$ cat src/rtl/alu_share_ctrl_if.sv
// alu_share_ctrl_if
//   Bundles every bus signal around alu_share_ctrl: two request channels,
//   two response channels sharing one result bus, the registered ALU
//   operand bus, the ALU result inputs and the busy flag.
//   Modports:
//     slave  - the controller's view (takes requests, drives the ALU bus)
//     master - the surrounding logic's view (requesters plus the ALU instance)
//   Parameter W: datapath width of A/B/Y.
interface alu_share_ctrl_if #(
  parameter int W = 32
);
  logic         req0_valid;
  logic         req0_ready;
  logic [W-1:0] req0_A;
  logic [W-1:0] req0_B;
  logic [3:0]   req0_sel;
  logic         req0_Cin;

  logic         req1_valid;
  logic         req1_ready;
  logic [W-1:0] req1_A;
  logic [W-1:0] req1_B;
  logic [3:0]   req1_sel;
  logic         req1_Cin;

  logic         rsp0_valid;
  logic         rsp0_ready;
  logic         rsp1_valid;
  logic         rsp1_ready;
  logic [W-1:0] rsp_Y;
  logic         rsp_Zero;

  logic [W-1:0] alu_A;
  logic [W-1:0] alu_B;
  logic [3:0]   alu_sel;
  logic         alu_Cin;
  logic [W-1:0] alu_Y;
  logic         alu_Zero;

  logic         busy;

  modport slave (
    input  req0_valid, req0_A, req0_B, req0_sel, req0_Cin,
    input  req1_valid, req1_A, req1_B, req1_sel, req1_Cin,
    output req0_ready, req1_ready,
    output rsp0_valid, rsp1_valid, rsp_Y, rsp_Zero,
    input  rsp0_ready, rsp1_ready,
    output alu_A, alu_B, alu_sel, alu_Cin,
    input  alu_Y, alu_Zero,
    output busy
  );

  modport master (
    output req0_valid, req0_A, req0_B, req0_sel, req0_Cin,
    output req1_valid, req1_A, req1_B, req1_sel, req1_Cin,
    input  req0_ready, req1_ready,
    input  rsp0_valid, rsp1_valid, rsp_Y, rsp_Zero,
    output rsp0_ready, rsp1_ready,
    input  alu_A, alu_B, alu_sel, alu_Cin,
    output alu_Y, alu_Zero,
    input  busy
  );
endinterface

$ cat src/rtl/alu_share_ctrl.sv
// alu_share_ctrl
//   Time-shares one combinational ALU between two requesters. A winner is
//   picked in IDLE, its operands are registered onto the ALU inputs, the
//   controller waits ALU_LAT settle cycles, captures {Y, Zero} and returns
//   them on the winner's response channel. Transactions never overlap.
//   Ports:
//     CLK  - clock, all state changes on the rising edge
//     RST  - synchronous, active-high reset
//     bus  - alu_share_ctrl_if.slave: req0/req1 valid/ready + operands,
//            rsp0/rsp1 valid/ready, shared rsp_Y/rsp_Zero, registered
//            alu_A/B/sel/Cin, alu_Y/alu_Zero inputs, busy
//   Parameters:
//     ALU_LAT - settle cycles between driving the ALU and sampling it (1..15)
//     W       - datapath width
//   Build option:
//     ALU_SHARE_FIXED_PRIO_EN - when defined, requester 0 always wins a tie
//     and no last-grant pointer exists; default is round-robin.
module alu_share_ctrl #(
  parameter int ALU_LAT = 2,
  parameter int W       = 32
) (
  input logic            CLK,
  input logic            RST,
  alu_share_ctrl_if.slave bus
);

  typedef enum logic [1:0] {
    IDLE = 2'd0,
    EXEC = 2'd1,
    RESP = 2'd2
  } state_t;

  localparam logic [3:0] CNT_LOAD = 4'(ALU_LAT - 1);

  state_t       state_q;
  state_t       state_d;
  logic [3:0]   cnt_q;
  logic         owner_q;

  logic         grant_vld;
  logic         grant_id;
  logic         accept;
  logic         rsp_rdy_own;

  logic [W-1:0] alu_a_p0;
  logic [W-1:0] alu_b_p0;
  logic [3:0]   alu_sel_p0;
  logic         alu_cin_p0;
  logic [W-1:0] rsp_y_p1;
  logic         rsp_zero_p1;

`ifndef ALU_SHARE_FIXED_PRIO_EN
  logic         last_grant_q;
`endif

  // Arbitration: a lone requester wins outright; a tie goes to the
  // requester that was not served last (or always to 0 in fixed priority).
  always_comb begin
    grant_vld = 1'b0;
    grant_id  = 1'b0;
    if (bus.req0_valid && bus.req1_valid) begin
      grant_vld = 1'b1;
`ifdef ALU_SHARE_FIXED_PRIO_EN
      grant_id  = 1'b0;
`else
      grant_id  = ~last_grant_q;
`endif
    end else if (bus.req0_valid) begin
      grant_vld = 1'b1;
      grant_id  = 1'b0;
    end else if (bus.req1_valid) begin
      grant_vld = 1'b1;
      grant_id  = 1'b1;
    end
  end

  always_ff @(posedge CLK) begin
    if (RST) begin
      state_q <= IDLE;
    end else begin
      state_q <= state_d;
    end
  end

  always_comb begin
    state_d        = state_q;
    accept         = 1'b0;
    bus.req0_ready = 1'b0;
    bus.req1_ready = 1'b0;
    bus.rsp0_valid = 1'b0;
    bus.rsp1_valid = 1'b0;
    bus.busy       = 1'b1;
    rsp_rdy_own    = owner_q ? bus.rsp1_ready : bus.rsp0_ready;
    unique case (state_q)
      IDLE: begin
        bus.busy       = 1'b0;
        bus.req0_ready = grant_vld && (grant_id == 1'b0);
        bus.req1_ready = grant_vld && (grant_id == 1'b1);
        accept         = grant_vld;
        if (grant_vld) begin
          state_d = EXEC;
        end
      end
      EXEC: begin
        if (cnt_q == 4'd0) begin
          state_d = RESP;
        end
      end
      RESP: begin
        bus.rsp0_valid = (owner_q == 1'b0);
        bus.rsp1_valid = (owner_q == 1'b1);
        if (rsp_rdy_own) begin
          state_d = IDLE;
        end
      end
      default: begin
        state_d = IDLE;
      end
    endcase
  end

  // Operand stage (p0): winner's operands stay on the ALU bus until the
  // next accept, so the ALU sees stable inputs for the whole settle window.
  // Result stage (p1): Y/Zero are sampled on the last settle edge only.
  always_ff @(posedge CLK) begin
    if (RST) begin
      alu_a_p0     <= '0;
      alu_b_p0     <= '0;
      alu_sel_p0   <= '0;
      alu_cin_p0   <= 1'b0;
      rsp_y_p1     <= '0;
      rsp_zero_p1  <= 1'b0;
      cnt_q        <= '0;
      owner_q      <= 1'b0;
`ifndef ALU_SHARE_FIXED_PRIO_EN
      last_grant_q <= 1'b1;
`endif
    end else begin
      if (accept) begin
        alu_a_p0     <= grant_id ? bus.req1_A   : bus.req0_A;
        alu_b_p0     <= grant_id ? bus.req1_B   : bus.req0_B;
        alu_sel_p0   <= grant_id ? bus.req1_sel : bus.req0_sel;
        alu_cin_p0   <= grant_id ? bus.req1_Cin : bus.req0_Cin;
        owner_q      <= grant_id;
        cnt_q        <= CNT_LOAD;
`ifndef ALU_SHARE_FIXED_PRIO_EN
        last_grant_q <= grant_id;
`endif
      end
      if (state_q == EXEC) begin
        if (cnt_q == 4'd0) begin
          rsp_y_p1    <= bus.alu_Y;
          rsp_zero_p1 <= bus.alu_Zero;
        end else begin
          cnt_q <= cnt_q - 4'd1;
        end
      end
    end
  end

  assign bus.alu_A    = alu_a_p0;
  assign bus.alu_B    = alu_b_p0;
  assign bus.alu_sel  = alu_sel_p0;
  assign bus.alu_Cin  = alu_cin_p0;
  assign bus.rsp_Y    = rsp_y_p1;
  assign bus.rsp_Zero = rsp_zero_p1;

endmodule

$ cat src/flat_wrapper.sv
// flat-port wrapper written by rule: the top's interface ports become plain ports
module alu_share_ctrl_flat 
#(
  parameter int ALU_LAT = 2,
  parameter int W       = 32
)
  (CLK, RST, bus_req0_valid, bus_req0_A, bus_req0_B, bus_req0_sel, bus_req0_Cin, bus_req1_valid, bus_req1_A, bus_req1_B, bus_req1_sel, bus_req1_Cin, bus_req0_ready, bus_req1_ready, bus_rsp0_valid, bus_rsp1_valid, bus_rsp_Y, bus_rsp_Zero, bus_rsp0_ready, bus_rsp1_ready, bus_alu_A, bus_alu_B, bus_alu_sel, bus_alu_Cin, bus_alu_Y, bus_alu_Zero, bus_busy);
  alu_share_ctrl_if #(.W(W)) bus_i ();
  input logic CLK;
  input logic RST;
  input wire logic [$bits(bus_i.req0_valid)-1:0] bus_req0_valid;
  input wire logic [$bits(bus_i.req0_A)-1:0] bus_req0_A;
  input wire logic [$bits(bus_i.req0_B)-1:0] bus_req0_B;
  input wire logic [$bits(bus_i.req0_sel)-1:0] bus_req0_sel;
  input wire logic [$bits(bus_i.req0_Cin)-1:0] bus_req0_Cin;
  input wire logic [$bits(bus_i.req1_valid)-1:0] bus_req1_valid;
  input wire logic [$bits(bus_i.req1_A)-1:0] bus_req1_A;
  input wire logic [$bits(bus_i.req1_B)-1:0] bus_req1_B;
  input wire logic [$bits(bus_i.req1_sel)-1:0] bus_req1_sel;
  input wire logic [$bits(bus_i.req1_Cin)-1:0] bus_req1_Cin;
  output wire logic [$bits(bus_i.req0_ready)-1:0] bus_req0_ready;
  output wire logic [$bits(bus_i.req1_ready)-1:0] bus_req1_ready;
  output wire logic [$bits(bus_i.rsp0_valid)-1:0] bus_rsp0_valid;
  output wire logic [$bits(bus_i.rsp1_valid)-1:0] bus_rsp1_valid;
  output wire logic [$bits(bus_i.rsp_Y)-1:0] bus_rsp_Y;
  output wire logic [$bits(bus_i.rsp_Zero)-1:0] bus_rsp_Zero;
  input wire logic [$bits(bus_i.rsp0_ready)-1:0] bus_rsp0_ready;
  input wire logic [$bits(bus_i.rsp1_ready)-1:0] bus_rsp1_ready;
  output wire logic [$bits(bus_i.alu_A)-1:0] bus_alu_A;
  output wire logic [$bits(bus_i.alu_B)-1:0] bus_alu_B;
  output wire logic [$bits(bus_i.alu_sel)-1:0] bus_alu_sel;
  output wire logic [$bits(bus_i.alu_Cin)-1:0] bus_alu_Cin;
  input wire logic [$bits(bus_i.alu_Y)-1:0] bus_alu_Y;
  input wire logic [$bits(bus_i.alu_Zero)-1:0] bus_alu_Zero;
  output wire logic [$bits(bus_i.busy)-1:0] bus_busy;
  assign bus_i.req0_valid = bus_req0_valid;
  assign bus_i.req0_A = bus_req0_A;
  assign bus_i.req0_B = bus_req0_B;
  assign bus_i.req0_sel = bus_req0_sel;
  assign bus_i.req0_Cin = bus_req0_Cin;
  assign bus_i.req1_valid = bus_req1_valid;
  assign bus_i.req1_A = bus_req1_A;
  assign bus_i.req1_B = bus_req1_B;
  assign bus_i.req1_sel = bus_req1_sel;
  assign bus_i.req1_Cin = bus_req1_Cin;
  assign bus_req0_ready = bus_i.req0_ready;
  assign bus_req1_ready = bus_i.req1_ready;
  assign bus_rsp0_valid = bus_i.rsp0_valid;
  assign bus_rsp1_valid = bus_i.rsp1_valid;
  assign bus_rsp_Y = bus_i.rsp_Y;
  assign bus_rsp_Zero = bus_i.rsp_Zero;
  assign bus_i.rsp0_ready = bus_rsp0_ready;
  assign bus_i.rsp1_ready = bus_rsp1_ready;
  assign bus_alu_A = bus_i.alu_A;
  assign bus_alu_B = bus_i.alu_B;
  assign bus_alu_sel = bus_i.alu_sel;
  assign bus_alu_Cin = bus_i.alu_Cin;
  assign bus_i.alu_Y = bus_alu_Y;
  assign bus_i.alu_Zero = bus_alu_Zero;
  assign bus_busy = bus_i.busy;
  alu_share_ctrl #(.ALU_LAT(ALU_LAT), .W(W)) u_core (.CLK(CLK), .RST(RST), .bus(bus_i));
endmodule
$ cat config.mk
export PLATFORM = sky130hd
export DESIGN_NAME = alu_share_ctrl_flat
export DESIGN_NICKNAME = d
export VERILOG_FILES = /design/src/rtl/alu_share_ctrl_if.sv /design/src/rtl/alu_share_ctrl.sv /design/src/flat_wrapper.sv
export SDC_FILE = /design/constraint.sdc
export NUM_CORES = 1
export LEC_CHECK = 0
export CAP_MARGIN = 20
export CORE_UTILIZATION = 34
export CTS_CLUSTER_SIZE = 16
export DETAILED_ROUTE_END_ITERATION = 16
export PLACE_DENSITY = 0.78
export SLEW_MARGIN = 20
export SYNTH_ARGS = -nofsm -noshare
export SYNTH_HDL_FRONTEND = slang
export SYNTH_SLANG_ARGS = --single-unit
$ cat constraint.sdc
create_clock -name CLK -period 1.6 [get_ports CLK]
set_input_delay 0.4 -clock CLK [delete_from_list [all_inputs] [get_ports CLK]]
set_output_delay 0.4 -clock CLK [all_outputs]
set_load 0.02 [all_outputs]
==> impl_metrics.yaml <==
clock_network:
  ctsRootBufferMaster: "clkbuf_16"
  cts_tree: "done"
  cts.reportedPaths.clkPinSlew_ps: 70
  htreeDepth: 3
  clock-sinks: 110
  clk_latency_ps: 360
  cts_hold_buf: 0
  cts_inserted_buffers: 9
  cts_buffer_depth: 2
route:
  route.detailed.drc: 0
  drt-total-wl_um: 18080
  drt_iter0_drc: 443
  vias: 5780
  dr.pass1.iters: 5
  final_antenna_net_count: 0
  viasPerCell: 5.547
  wire_per_inst_um: 17.35
layout:
  syn2layout_area_growth_pct: 72.85
  drive_gt1_frac: 0.08545
  n_antenna_cell: 0
  finalNetCount: 1039
  fin_cells: 1042
die:
  dieWidth_um: 120.6
  pin_count: 284
  die_y_um: 120.6
  dieArea_mm2: 0.01454
  coreArea_mm2: 0.01345
  num_rows: 42
  start_util: 0.3553
critical_path:
  rr_startpoint: "u_core.cnt_q[1]$_SDFF_PP0_"
  regToRegSetupSlack_ps: 150
  cp.arrival_ps: 1180
  critical_path.startpoint: "u_core.state_q[0]$_SDFFE_PP0P_"
  worstSetupStartpointType: "flip-flop"
  worstSetupPathType: "reg -> out"
  cp-end-kind: "primary output"
  critPathMaxFanout: 11
  critPathRequiredTime_ps: 1200
placed_design:
  hpwl_um: 11880
  place.gp.congestion: 0.8182
  portBuffers: 283
  place_inst: 1022
  dp_slack_ps: -603.2
global_route:
  grt_remaining_overflow: 0
  grt_pass1_vias: 5552
  grt_pass1_wl_um: 28230
  busiest_layer: "met2"
  use_met2: 0.4167
  grt_use_met1: 0.2952
  grt_max_degree: 71
  antenna_found_initial: 0
  grt.total_usage: 0.2455
  use_met3: 0.07830
sta:
  tightestPinTransition_ps: 565.1
  rsz0062_at_grt: "yes"
  finalCritPeriodShare: 0.9893
  relSlewSlack: 0.6233
  fin_skew_ps: 12.61
  finalSetupViolCount: 0
  hold_viol_final: 0
  timing.final.crit_period_ps: 1583
  max_freq_mhz: 631.8
  fin_ws_ps: 17.14
  drv_slew: 0
synthesis:
  synth_cell_types: 36
  netlist_instances: 603
  synthesis.area_mm2: 0.004780
  synth-edff-count: 0
  synth_flop_cell: "dfxtp_1"
  synth_top_cell_by_area: "dfxtp_1"
  ys_ff_latch: 110
  yosys-top-cells-area: "dfxtp_1 46%, nand3_1 18%, o21ai_0 11%, a31oi_1 9.0%, clkbuf_1 4.6%"
  netlist.area_leader.share: 0.4607
  syn_nets: 781
  syn_area_per_cell_um2: 7.926
  yosysSeqAreaShare: 0.4607
  ys_warn_count: 0
  async_reset_ff_frac: 0
worst_hold_path:
  hold_class: "in -> reg"
  hp-start: "RST"
power_and_ir_drop:
  leakage_nw: 3.300
  irDropWorstVdd_mv: 0.5578
  power.density_mw_per_mm2: 1049
outcome:
  outcome: "completed"
job:
  max_cap_violations: 0
[final timing paths]
kind                                                           to  cells after the start
worst max-delay path                                     bus_busy                      4
worst min-delay path            u_core.bus.alu_B[18]$_SDFFE_PP0P_                      2
worst max register to register  u_core.bus.rsp_Y[12]$_SDFFE_PP0P_                      7
worst min register to register  u_core.bus.rsp_Y[23]$_SDFFE_PP0P_                      2
[cells by family (layout without fill, tap and decap cells)]
group | after synthesis | in the layout | share of synthesized area
flops | 110 | 110 | 0.4607
buf+inv | 76 | 339 | 0.06492
mux | 1 | 1 | 0.002094
fa+ha+maj | 1 | 1 | 0.002617
compound gates | 221 | 221 | 0.2568
simple gates | 194 | 194 | 0.2128
[Yosys cell counts (2+ instances only)]
| library cell | count |
|---|---|
| o21ai_0 | 104 |
| a31oi_1 | 69 |
| o211ai_1 | 3 |
| buf_2 | 11 |
| clkbuf_1 | 59 |
| nand3b_1 | 3 |
| or2_2 | 2 |
| dfxtp_1 | 110 |
| nor2_1 | 3 |
| inv_1 | 3 |
| a21oi_1 | 38 |
| nand2b_1 | 2 |
| nor2b_1 | 3 |
| nand3_1 | 171 |
[state kept, by name, summed over array words and instances, names as in the netlist]
| signal | cells |
|---|---|
| u_core.bus.alu_sel | 4 |
| u_core.bus.rsp_Zero | 1 |
| u_core.cnt_q | 4 |
| u_core.bus.alu_B | 32 |
| u_core.owner_q | 1 |
| u_core.last_grant_q | 1 |
| u_core.state_q | 2 |
| u_core.bus.alu_Cin | 1 |
| u_core.bus.alu_A | 32 |
| u_core.bus.rsp_Y | 32 |
[metrics by stage]
step	area, um2	utilization	hold slack (ps)	power (mW)	setup TNS, ps
global route	8262	0.6141	393.0	9.113	-72.42
floorplan	4782	-	482.3	4.795	0
global placement	7968	0.5923	459.8	6.423	-37840
detailed placement	7968	0.5923	467.0	6.454	-38920
finish	8262	0.6141	399.6	8.669	0
CTS	8183	0.6083	388.7	8.624	0
[cell usage in the layout (no fill, tap or decap), types with 2 or more instances in the layout]
cell	Yosys	layout
a21oi_1	38	38
a31oi_1	69	69
buf_12	0	14
buf_4	1	18
buf_6	1	6
clkbuf_16	0	10
clkbuf_8	0	2
clkdlybuf4s50_1	0	173
clkinv_2	0	2
clkinv_4	0	2
dfxtp_1	110	107
dfxtp_2	0	2
dlygate4sd2_1	0	104
inv_1	3	3
nand3_1	171	171
nand3b_1	3	3
nor2_4	1	2
nor2b_1	3	2
o211ai_1	3	3
o21ai_0	104	104
or2_2	2	2
[what timing repair did]
action / in CTS / in global routing
gates resized for setup: 131 / 12
gates cloned: 1 / 1
buffers inserted: 1 / 1
pin swaps: 0 / 2
setup endpoints to repair: 176 / 73
[cell type report]
cell class,instances,area (um2)
Sequential cell,110,2208
Timing Repair inverter,1,6.256
Clock inverter,5,57.56
Clock buffer,11,252.7
Tap cell,176,220.2
Timing Repair Buffer,318,3183
Fill cell,1240,5191
Multi-Input combinational cell,417,2311
Inverter,4,22.52
[metal layers]
metal	part of all wire	vias up	wire (um)
met5	0	-	0
met4	0.017	0	308
met3	0.10	22	1833
met2	0.49	287	8809
met1	0.39	2711	7130
li1	-	2760	-
[worst max-delay path, stage by stage, from the launching register on]
cell and delay [ps]:
dfxtp_4 370, nor2_4 140, buf_6 140, inv_8 60
buf_6 130
[power by group]
group	internal (mW)	switching, mW	leakage, nW
Combinational	1.40	1.71	2.24
Sequential	3.07	0.152	0.903
Clock	1.30	1.04	0.155
Total	5.77	2.90	3.30
Note: power is estimated with default switching activity, not from simulation.
